--- config.mk ---
export PLATFORM = sky130hd
export DESIGN_NAME = arb_grant_fifo
export DESIGN_NICKNAME = d
export VERILOG_FILES = /design/src/rtl/arb_pkg.sv /design/src/rtl/onehot_to_bin.sv /design/src/rtl/arb_grant_fifo.sv
export SDC_FILE = /design/constraint.sdc
export NUM_CORES = 1
export LEC_CHECK = 0
export BUFFER_PORTS_ARGS = -buffer_cell sky130_fd_sc_hd__buf_4
export CORE_ASPECT_RATIO = 0.6
export CORE_MARGIN = 4
export CORE_UTILIZATION = 61
export DETAILED_ROUTE_END_ITERATION = 12
export GPL_ROUTABILITY_DRIVEN = 1
export PLACE_DENSITY_LB_ADDON = 0.1
export SLEW_MARGIN = 20
export SYNTH_ARGS = -nofsm -noshare
export SYNTH_HDL_FRONTEND = slang
export SYNTH_SLANG_ARGS = --single-unit
--- constraint.sdc ---
create_clock -name clk -period 5.6 [get_ports clk]
set_input_delay 1.12 -clock clk [delete_from_list [all_inputs] [get_ports clk]]
set_output_delay 1.12 -clock clk [all_outputs]
set_load 0.03 [all_outputs]
--- src/rtl/arb_pkg.sv ---
// arb_pkg: shared defaults and helpers for the arbiter grant FIFO
// Provides default parameter values, an index-width helper that never
// returns zero, and a one-hot test used by the grant decoder.
package arb_pkg;
    localparam int N_DEF      = 4;
    localparam int DATA_W_DEF = 8;
    localparam int DEPTH_DEF  = 8;

    function automatic int clog2_min1(input int n);
        return n > 2 ? $clog2(n) : 1;
    endfunction

    function automatic logic onehot_chk(input logic [31:0] v);
        return v != '0 && (v & (v - 32'd1)) == '0;
    endfunction
endpackage

--- src/rtl/onehot_to_bin.sv ---
// onehot_to_bin: decodes a grant vector into a binary index plus legality flags
// Ports:
//   onehot  in   N       grant vector
//   valid   out  1       exactly one bit set
//   multi   out  1       more than one bit set
//   idx     out  IW      binary index of the set bit (meaningful only when valid)
module onehot_to_bin
    import arb_pkg::*;
#(
    parameter int N  = N_DEF,
    parameter int IW = clog2_min1(N)
) (
    input  logic [N-1:0]  onehot,
    output logic          valid,
    output logic          multi,
    output logic [IW-1:0] idx
);
    assign valid = onehot_chk(32'(onehot));
    assign multi = |onehot && !valid;

    // OR of set-bit positions; exact whenever the input is one-hot
    always_comb begin
        idx = '0;
        for (int i = 0; i < N; i++)
            if (onehot[i]) idx = idx | IW'(i);
    end
endmodule

--- src/rtl/arb_grant_fifo.sv ---
// arb_grant_fifo: captures arbiter-granted payloads into a first-word-fall-through FIFO
// Ports:
//   clk, rst    clock and synchronous active-high reset
//   grant       one-hot grant from the arbiter
//   req_data    packed payloads, requester i at [i*DATA_W +: DATA_W]
//   ready       FIFO can accept this cycle (from registered count only)
//   ack         registered one-cycle pulse to the accepted requester
//   out_valid   head entry valid
//   out_ready   sink accepts the head
//   out_data    head payload
//   out_src     head source index
//   count       occupancy 0..DEPTH
//   err_multi   pulse: grant had more than one bit set
//   err_ovf     pulse: one-hot grant arrived while full
module arb_grant_fifo
    import arb_pkg::*;
#(
    parameter int N      = N_DEF,
    parameter int DATA_W = DATA_W_DEF,
    parameter int DEPTH  = DEPTH_DEF
) (
    input  logic                        clk,
    input  logic                        rst,
    input  logic [N-1:0]                grant,
    input  logic [N*DATA_W-1:0]         req_data,
    output logic                        ready,
    output logic [N-1:0]                ack,
    output logic                        out_valid,
    input  logic                        out_ready,
    output logic [DATA_W-1:0]           out_data,
    output logic [clog2_min1(N)-1:0]    out_src,
    output logic [$clog2(DEPTH):0]      count,
    output logic                        err_multi,
    output logic                        err_ovf
);
    localparam int IW = clog2_min1(N);
    localparam int AW = $clog2(DEPTH);
    localparam int CW = AW + 1;

    logic [IW+DATA_W-1:0] mem [DEPTH];
    logic [AW-1:0]        wr_ptr, rd_ptr;
    logic                 g_one, g_multi, push, pop;
    logic [IW-1:0]        g_idx;

    onehot_to_bin #(.N(N), .IW(IW)) u_dec (
        .onehot(grant),
        .valid (g_one),
        .multi (g_multi),
        .idx   (g_idx)
    );

    // ready ignores out_ready: a pop at full does not open a slot the same cycle
    assign ready     = count != CW'(DEPTH);
    assign out_valid = count != '0;
    assign push      = g_one && ready;
    assign pop       = out_valid && out_ready;
    assign {out_src, out_data} = mem[rd_ptr];

    always_ff @(posedge clk) begin
        if (rst) begin
            wr_ptr    <= '0;
            rd_ptr    <= '0;
            count     <= '0;
            ack       <= '0;
            err_multi <= 1'b0;
            err_ovf   <= 1'b0;
        end else begin
            if (push) wr_ptr <= wr_ptr + AW'(1);
            if (pop) rd_ptr <= rd_ptr + AW'(1);
            count     <= count + CW'(push) - CW'(pop);
            ack       <= push ? grant : '0;
            err_multi <= g_multi;
            err_ovf   <= g_one && !ready;
        end
    end

    // storage is not reset; pointers alone define what is valid
    always_ff @(posedge clk) begin
        if (push) mem[wr_ptr] <= {g_idx, req_data[g_idx*DATA_W +: DATA_W]};
    end
endmodule

==> impl_metrics.py <==
metrics = {
    "run_status": {
        "outcome": "finished clean",
    },
    "placed_design": {
        "io_buffer_count": 60,
        "gp_congestion": 0.802,
        "dp_hpwl_mm": 5.82,
        "dpl_worst_slack_ps": 1800,
        "post_dp_cell_area_um2": 4800,
    },
    "power": {
        "power_density_nw_per_um2": 406,
        "p_clk_share_pct": 29.1,
        "vdd_drop_max_mv": 0.328,
        "swShare_pct": 29.4,
        "switchingPower_uw": 607,
        "leakage_uw": 0.00180,
        "power.internal_uw": 1460,
        "pwr-share-comb_pct": 28.1,
        "seq_power_share_pct": 42.8,
    },
    "sta": {
        "period_share_pct": 62.0,
        "relSlewSlack_pct": 32.2,
        "tns_ps": 0,
        "slew_viol_final": 0,
        "period_needed_ps": 3470,
        "fin_ws_ps": 2130,
        "tightest_slew_ps": 1020,
        "clock_skew_ps": 4.82,
        "timing.hold.ws_ps": 494,
        "max_freq_ghz": 0.288,
        "setup_violations": 0,
        "rsz0062_at_grt": "false",
        "hold_viol": 0,
    },
    "drt": {
        "final_antenna_net_count": 0,
        "drcViolationCount": 0,
        "vias_per_cell": 5.95,
        "drt_first_pass_iters": 4,
        "avgRoutedWirePerCell_um": 21.2,
        "drt_iter0_markers": 195,
        "vias": 2441,
        "wirelength_mm": 8.68,
    },
    "global_routing": {
        "grt_pass1_wl_mm": 13.5,
        "antenna_found_initial": 0,
        "track_usage_pct": 22.7,
        "globalRoute.totalOverflow": 0,
        "grt_pass1_vias": 2414,
        "grt_max_degree": 21,
    },
    "final_layout": {
        "layout_common_cells": "80 x edfxtp_1, 68 x buf_4, 20 x mux4_2, 19 x dfxtp_1, 13 x nor2_1",
        "fin_nets": 366,
        "drive_gt1_share_pct": 39.6,
        "final_area_um2": 5090,
        "mostFrequentLayoutCell": "edfxtp_1",
        "areaGrowthSynthToFinish_pct": 20.9,
        "insertedDiodeCount": 0,
        "post-route-util_pct": 76.2,
    },
    "clock_network": {
        "clk_latency_ps": 340,
        "cts-root-buf": "clkbuf_16",
        "clockBufferDepth": 2,
        "htree_levels": 3,
        "cts_hold_buf": 0,
        "clock-sinks": 99,
        "post-cts-setup-buffer-count": 0,
        "cts_tree": "done",
        "clk_pin_slew_worst_paths_ps": 60,
        "numCtsBuffers": 9,
        "post_cts_resized": 0,
    },
    "synth": {
        "ys_types": 34,
        "synth_nets": 302,
        "yosysSeqAreaShare_pct": 66.1,
        "synth-seq-cells": 99,
        "synth_warnings": 0,
        "netlist_instances": 254,
        "synth.avg_cell_area_um2": 16.6,
        "syn-cell-area_um2": 4210,
    },
    "critical_path": {
        "crit_path_end_kind": "flip-flop",
        "regToRegEndpoint": "count[2]",
        "arrival_ps": 3700,
        "cp_data_required_time_ps": 5830,
        "crit_fanout": 15,
        "startpoint_type": "input pin",
        "r2r_setup_slack_ps": 2580,
        "rr_startpoint": "count[2]",
        "worstSetupPathType": "in2reg",
        "cp-startpoint": "grant[1]",
        "crit_end": "count[2]",
        "r2r_cells": 11,
    },
    "floorplan": {
        "rows": 23,
        "die_x_um": 115,
        "core_area_um2": 6680,
        "die_y_um": 72.3,
        "ios": 61,
        "die_area_um2": 8340,
        "initial_core_util_pct": 63.0,
    },
    "hold_path": {
        "hold_path_class": "reg2reg",
    },
    "run": {
        "drv_cap": 0,
    },
}
[metrics by stage]
stage,instances,power [µW]
floorplan,254,1310
global placement,394,1470
detailed placement,394,1490
CTS,410,2090
global route,410,2170
finish,410,2070
[registers in the layout (all words and copies together), names as in the netlist, named ones only]
name	count
mem	80
rd_ptr	3
err_multi	1
count	4
err_ovf	1
wr_ptr	3
ack	4
[worst max-delay path: stages]
cell,delay (ps)
buf_4,240
nor2_1,80
a211oi_2,350
or2_1,710
ha_1,360
inv_1,60
ha_1,160
inv_1,60
fa_1,370
xor2_1,140
nor2_1,50
[how the worst min path moves through the flow]
stage	to	from	slack (ps)	depth (start not counted)
2_1_floorplan	flip-flop	rd_ptr[1]	450	2
3_3_place_gp	rd_ptr[1]	rd_ptr[1]	470	2
3_5_place_dp	rd_ptr[1]	rd_ptr[1]	490	2
4_1_cts	flip-flop	rd_ptr[1]	500	2
5_1_grt	flip-flop	rd_ptr[1]	520	2
6_report	flip-flop	rd_ptr[1]	490	2
[synthesized netlist by cell type]
cell,number,area [µm²]
nor4b_1,4,35.0
buf_1,1,3.75
a211oi_1,8,60.1
nand3_1,2,10.0
mux2_2,10,113
buf_6,2,22.5
mux2i_1,8,80.1
mux2_1,1,11.3
nor3b_2,4,50.1
dfxtp_1,19,380
a21o_1,1,7.51
edfxtp_1,80,2400
nor4_2,2,25.0
nor3_1,4,20.0
nor4b_2,2,30.0
nor3b_1,1,7.51
xor2_1,4,35.0
buf_2,4,20.0
nor2_1,14,52.6
a21oi_1,12,60.1
inv_1,11,41.3
o21ai_0,3,15.0
nor2b_1,10,62.6
clkbuf_1,8,30.0
a211oi_2,1,12.5
or3_1,1,6.26
xnor2_1,1,8.76
mux4_2,20,450
nand2b_1,1,6.26
or3b_2,1,8.76
nand2_1,4,15.0
or2_1,1,6.26
ha_1,8,100
fa_1,1,20.0
[metal layers]
| metal | vias up | global-route usage [%] | wire length [µm] |
|---|---|---|---|
| met5 | - | 0 | 0 |
| met2 | 96 | 34.7 | 4340 |
| met1 | 1241 | 32.2 | 3680 |
| met3 | 2 | 7.67 | 659 |
| li1 | 1102 | - | - |
| met4 | 0 | 5.47 | 8 |
[power by group through the flow]
stage,combinational [µW],sequential [µW],clock [µW]
3_3_place_gp,570,900,0
2_1_floorplan,405,904,0
6_report,582,886,601
4_1_cts,590,886,612
3_5_place_dp,588,902,0
5_1_grt,633,892,642
[area by class of cell]
cell class | instances | area (µm²)
flip-flops and latches | 99 | 2780
fillers | 405 | 1590
multi-input cells | 129 | 1350
repair buffers | 68 | 510
clock buffers | 9 | 225
well taps | 87 | 109
clock inverters | 7 | 67.6
inverters | 11 | 41.3
[kinds of logic (layout without fill, tap and decap cells)]
family          Yosys count  count (layout)  share of synthesized area [%]
flops                    99              99                           66.1
simple gates             51              51                           7.97
fa+ha+maj                 9               9                           2.85
mux                      39              39                           15.5
compound gates           25              25                           3.69
buf+inv                  26              95                           2.79
xor+xnor                  5               5                           1.04
(Power assumes the default switching activity.)
